<file path="src/rtl/mm_data_access.sv">
// Memory-stage data access unit: issues one SRAM-like bus transaction per load/store
// and returns aligned, extended load data. Optional alignment check: MM_ALE_CHECK_EN.
module mm_data_access #(
  parameter int ADDR_W = 32
) (
  input  logic              clk,
  input  logic              rst_n,
  input  logic              in_valid,
  input  logic              in_re,
  input  logic              in_we,
  input  logic [1:0]        in_size,
  input  logic              in_sign,
  input  logic [ADDR_W-1:0] in_addr,
  input  logic [31:0]       in_wdata,
  input  logic              flush,
  output logic              stall,
  output logic              ld_valid,
  output logic [31:0]       ld_data,
  output logic              ale,
  output logic [ADDR_W-1:0] ale_vaddr,
  output logic              data_sram_req,
  output logic              data_sram_wr,
  output logic [1:0]        data_sram_size,
  output logic [3:0]        data_sram_wstrb,
  output logic [ADDR_W-1:0] data_sram_addr,
  output logic [31:0]       data_sram_wdata,
  input  logic              data_sram_addr_ok,
  input  logic              data_sram_data_ok,
  input  logic [31:0]       data_sram_rdata
);
  // state | meaning
  // IDLE  | no transaction outstanding, may accept
  // REQ   | request on the bus, waiting for addr_ok
  // WAIT  | address accepted, waiting for data_ok
  typedef enum logic [1:0] {IDLE, REQ, WAIT} state_t;

  state_t            state, state_nxt;
  logic              acc_wr, acc_sign, cancel, done;
  logic [1:0]        acc_size, size_eff;
  logic [ADDR_W-1:0] acc_addr;
  logic [3:0]        acc_wstrb, wstrb_nxt;
  logic [31:0]       acc_wdata, wdata_nxt, ld_ext;
  logic [7:0]        lane_b;
  logic [15:0]       lane_h;
  logic              accept, misaligned, issue, finish, ld_fire;

  // done blocks re-accepting the instruction MM1 still holds in the cycle after completion
  assign accept = in_valid & (in_re | in_we) & ~flush & ~done;

  always_comb begin
    size_eff  = (in_size == 2'd3) ? 2'd2 : in_size;
    wstrb_nxt = 4'b1111;
    wdata_nxt = in_wdata;
    case (size_eff)
      2'd0: begin
        wstrb_nxt = 4'b0001 << in_addr[1:0];
        wdata_nxt = {4{in_wdata[7:0]}};
      end
      2'd1: begin
        wstrb_nxt = in_addr[1] ? 4'b1100 : 4'b0011;
        wdata_nxt = {2{in_wdata[15:0]}};
      end
      default: ;
    endcase
    if (!in_we) wstrb_nxt = 4'b0000;
  end

`ifdef MM_ALE_CHECK_EN
  logic ale_hit;
  assign misaligned = ((size_eff == 2'd1) & in_addr[0]) |
                      ((size_eff == 2'd2) & (in_addr[1:0] != 2'b00));
  assign ale_hit    = (state == IDLE) & accept & misaligned;

  always_ff @(posedge clk) begin
    if (!rst_n) begin
      ale       <= 1'b0;
      ale_vaddr <= '0;
    end else begin
      ale <= ale_hit;
      if (ale_hit) ale_vaddr <= in_addr;
    end
  end
`else
  assign misaligned = 1'b0;
  assign ale        = 1'b0;
  assign ale_vaddr  = '0;
`endif

  always_comb begin
    state_nxt = state;
    stall     = 1'b0;
    issue     = 1'b0;
    finish    = 1'b0;
    case (state)
      IDLE: if (accept && !misaligned) begin
        issue     = 1'b1;
        stall     = 1'b1;
        state_nxt = REQ;
      end
      REQ: begin
        stall = 1'b1;
        if (data_sram_addr_ok) begin
          if (data_sram_data_ok) begin
            finish    = 1'b1;
            state_nxt = IDLE;
          end else begin
            state_nxt = WAIT;
          end
        end
      end
      WAIT: begin
        stall = 1'b1;
        if (data_sram_data_ok) begin
          finish    = 1'b1;
          state_nxt = IDLE;
        end
      end
      default: state_nxt = IDLE;
    endcase
  end

  always_comb begin
    case (acc_addr[1:0])
      2'd0:    lane_b = data_sram_rdata[7:0];
      2'd1:    lane_b = data_sram_rdata[15:8];
      2'd2:    lane_b = data_sram_rdata[23:16];
      default: lane_b = data_sram_rdata[31:24];
    endcase
    lane_h = acc_addr[1] ? data_sram_rdata[31:16] : data_sram_rdata[15:0];
    case (acc_size)
      2'd0:    ld_ext = {{24{acc_sign & lane_b[7]}}, lane_b};
      2'd1:    ld_ext = {{16{acc_sign & lane_h[15]}}, lane_h};
      default: ld_ext = data_sram_rdata;
    endcase
  end

  // a flush arriving together with data_ok also kills the load result
  assign ld_fire = finish & ~acc_wr & ~cancel & ~flush;

  always_ff @(posedge clk) begin
    if (!rst_n) begin
      state     <= IDLE;
      acc_wr    <= 1'b0;
      acc_sign  <= 1'b0;
      acc_size  <= 2'd0;
      acc_addr  <= '0;
      acc_wstrb <= 4'b0000;
      acc_wdata <= 32'd0;
      cancel    <= 1'b0;
      done      <= 1'b0;
      ld_valid  <= 1'b0;
      ld_data   <= 32'd0;
    end else begin
      state    <= state_nxt;
      done     <= finish;
      ld_valid <= ld_fire;
      if (ld_fire) ld_data <= ld_ext;
      if (finish) cancel <= 1'b0;
      else if (state != IDLE && flush) cancel <= 1'b1;
      if (issue) begin
        acc_wr    <= in_we;
        acc_sign  <= in_sign;
        acc_size  <= size_eff;
        acc_addr  <= in_addr;
        acc_wstrb <= wstrb_nxt;
        acc_wdata <= wdata_nxt;
      end
    end
  end

  assign data_sram_req   = (state == REQ);
  assign data_sram_wr    = acc_wr;
  assign data_sram_size  = acc_size;
  assign data_sram_wstrb = acc_wstrb;
  assign data_sram_addr  = acc_addr;
  assign data_sram_wdata = acc_wdata;
endmodule

</file>
<file path="config.mk">
export PLATFORM = sky130hd
export DESIGN_NAME = mm_data_access
export DESIGN_NICKNAME = d
export VERILOG_FILES = /design/src/rtl/mm_data_access.sv
export SDC_FILE = /design/constraint.sdc
export NUM_CORES = 1
export LEC_CHECK = 0
export CAP_MARGIN = 20
export CORE_UTILIZATION = 41
export DETAILED_ROUTE_END_ITERATION = 6
export PLACE_DENSITY = 0.8
export SYNTH_ARGS = -nofsm -noshare
export SYNTH_HDL_FRONTEND = slang
export SYNTH_SLANG_ARGS = --single-unit
</file>
<file path="constraint.sdc">
create_clock -name clk -period 2.2 [get_ports clk]
set_clock_uncertainty 0.2 [all_clocks]
set_input_delay 0.44 -clock clk [delete_from_list [all_inputs] [get_ports clk]]
set_output_delay 0.44 -clock clk [all_outputs]
set_load 0.1 [all_outputs]
</file>
==> flow_summary.ini <==
[cts]
htreeDepth = 3
path_clk_slew_ns = 0.07
clk_path_buf_depth = 2
cts_buffers = 9
cts_hold_buf = 0
root_buffer = clkbuf_16
clock_latency_ns = 0.35
clkSinkCount = 109
cts_tree = yes

[critical_path]
startpoint = in_we
cp-end-kind = output port
critical_path_class = in2out
cp-endpoint = stall
cp_max_fo = 4
critPathArrivalTime_ns = 1.50
r2r-end = ld_data[21]
cp_data_required_time_ns = 1.56
timing.rr.start = state[1]
worstRegToRegCells = 8
cp-start-kind = primary input
rrSetupSlack_ns = 0.19

[layout]
syn_to_final_growth_pct = 47.86
multi_input_area_sq_um = 2696
nets = 932
postLayoutCoreUtil_pct = 63.13
n_fill_cell = 1017
regArea_sq_um = 2188
final_layout_size_suffix_gt1_share_pct = 22.79
antenna_cells = 0
final_cells = 993

[logic_synthesis]
synthCells = 615
synth_area_sq_um = 5192
synth-simple-area-share_pct = 15.28
ys_ff_latch = 109
syn_area_per_cell_sq_um = 8.443
yosys_most_used_dff = dfxtp_1
yosys.area.top_type = dfxtp_1
synthAdderAreaFrac_pct = 0.9639
synth_top_family_by_area = compound AO/OA/AOI/OAI gates
synth_top_cell_area_share_pct = 42.02
synth_cell_types = 42
yosysWarnings = 0
synth_area_leaders = dfxtp_1 (42%), nand2_1 (12%), a21boi_0 (8.2%)
synth.area.mux_share_pct = 5.253
synth-seq-area-share_pct = 42.02
synthXorXnorAreaFrac_pct = 0
synth_async_sr_flop_share_pct = 0
synth_compound_area_share_pct = 26.96
synth_enable_flop_cells = 0

[drt]
viasPerCell = 5.175
first_pass_iters = 5
drt-initial-drc-count = 539
wl_per_cell_microns = 15.84
remaining_drc_errors = 0
vias = 5139
wirelength_microns = 15730
drt.antenna.violating_nets = 0

[sta]
drv_slew = 0
max_freq_mhz = 468.1
rsz0062_at_grt = no
fin_crit_sh_pct = 97.10
fin_hold_ws_ns = 0.2611
min_period_ns = 2.136
setup_viol = 0
tightest_slew_ns = 0.5469
max-slew-margin-rel_pct = 63.41
final_hold_viol_count = 0

[power]
power_density_nw_per_um2 = 697.9
worst_ir_drop_vdd_mv = 0.3735
leakage_nw = 3.258
power_mw = 5.358

[grt]
grt_pass1_wl_microns = 24660
grt_max_degree = 67
grt_pass1_vias = 4965
antenna_found_initial = 0
grt_use_total_pct = 23.76
gr-total-overflow = 0

[status]
status = finished, final reports clean

[place]
io_buffers = 212
dp.cells = 976
place.gp.congestion = 0.8628
dp_hpwl_microns = 11610

[floorplan]
die_y_microns = 114.5
die-area_sq_um = 13120
ios = 246
rows = 40
die_w_microns = 114.5
start_util_pct = 42.70
coreArea_sq_um = 12160

[worst_hold_path]
hold_depth = 2
hold_path.class = reg2reg

[job]
cap_violations = 0
==> placed cells by master, fill, tap and decap left out, types with 3 or more instances in the layout <==
cell,count
nand2_1,160
buf_4,124
dfxtp_1,104
clkdlybuf4s50_1,103
a21boi_0,57
o21ai_0,44
conb_1,33
a21oi_1,20
mux2i_1,19
o211a_1,16
buf_12,13
a21oi_2,9
a22o_1,9
clkbuf_16,9
nand3_1,8
a22oi_1,8
o22ai_1,8
o32ai_1,7
mux2_2,6
a211oi_1,6
o211ai_1,5
nor2_1,5
nor2b_1,5
dfxtp_2,5
inv_1,3
or3_1,3
==> cells by family after synthesis <==
logic type / count (synthesis)
AND/OR/NAND/NOR: 193
AO/OA/AOI/OAI: 196
multiplexers: 26
buffers and inverters: 86
adder cells (fa/ha/maj): 4
flip-flops: 109
other: 1
==> through the flow <==
| stage | setup WS [ns] | instance area, sq um | setup TNS (ns) |
|---|---|---|---|
| 3_3_place_gp | -0.1565 | 7328 | -3.811 |
| 2_1_floorplan | -0.09857 | 5366 | -0.2371 |
| 6_report | 0.06377 | 7677 | 0 |
| 5_1_grt | 0.03372 | 7677 | 0 |
| 3_5_place_dp | -0.2422 | 7328 | -6.656 |
| 4_1_cts | 0.01731 | 7662 | 0 |
==> power by group <==
part | leakage [nW] | switching (mW) | total (mW) | internal, mW
combinational | 2.22 | 1.07 | 1.52 | 0.447
clock | 0.152 | 0.727 | 1.75 | 1.02
sequential | 0.888 | 0.0480 | 2.09 | 2.04
total | 3.26 | 1.85 | 5.36 | 3.51
==> cell type report <==
class / instances / share of cell area, %
inverters: 6 / 0.2934
clock inverters: 4 / 0.9452
repair buffers: 243 / 29.24
multi-input cells: 452 / 35.12
flip-flops and latches: 109 / 28.50
clock buffers: 11 / 3.162
well taps: 168 / 2.738
==> timing repair <==
action / CTS / global route
setup endpoints to repair: 7 / 4
cloned: 0 / 0
setup buffers: 2 / 0
resized for setup: 5 / 4
pin swaps: 3 / 0
==> synth_stat cells, types with 2 or more instances <==
library cell	number
a211oi_1	6
buf_4	33
a21boi_0	57
o211ai_1	5
ha_1	4
o21ai_0	44
or3_1	3
mux2_2	6
dfxtp_1	109
nor2b_1	5
o32ai_1	7
a22oi_1	8
nor3b_1	2
buf_2	20
inv_1	5
nand3_1	8
a22o_1	9
a21oi_2	9
and2_1	2
a21oi_1	20
nand2_1	161
mux2i_1	19
nor2_1	7
o22ai_1	8
o211a_1	17
clkbuf_1	25
==> layer usage <==
layer	wire length (microns)	track usage, %
met4	335	9.004
met5	0	0
met1	6209	27.94
met2	7709	41.45
met3	1478	6.088
==> state kept, by name, summed over array words and instances (netlist names) <==
register	count
state	2
done	1
ld_valid	1
acc_sign	1
data_sram_wr	1
data_sram_addr	32
data_sram_wstrb	4
ld_data	32
data_sram_size	2
cancel	1
data_sram_wdata	32
==> critical path: stages <==
cell and delay (ns):
clkdlybuf4s50_1 0.47, o211a_4 0.29, nor2_4 0.10, nor2_4 0.04, buf_12 0.16
==> worst min path at each step <==
stage,from,endpoint
global route,data_sram_wdata[4],data_sram_wdata[4]
finish,data_sram_wdata[4],data_sram_wdata[4]
CTS,data_sram_wdata[4],data_sram_wdata[4]
floorplan,cancel,cancel
global placement,data_sram_addr[16],data_sram_addr[16]
detailed placement,data_sram_wdata[25],data_sram_wdata[25]
No activity file was read; power rests on OpenSTA's default activity.
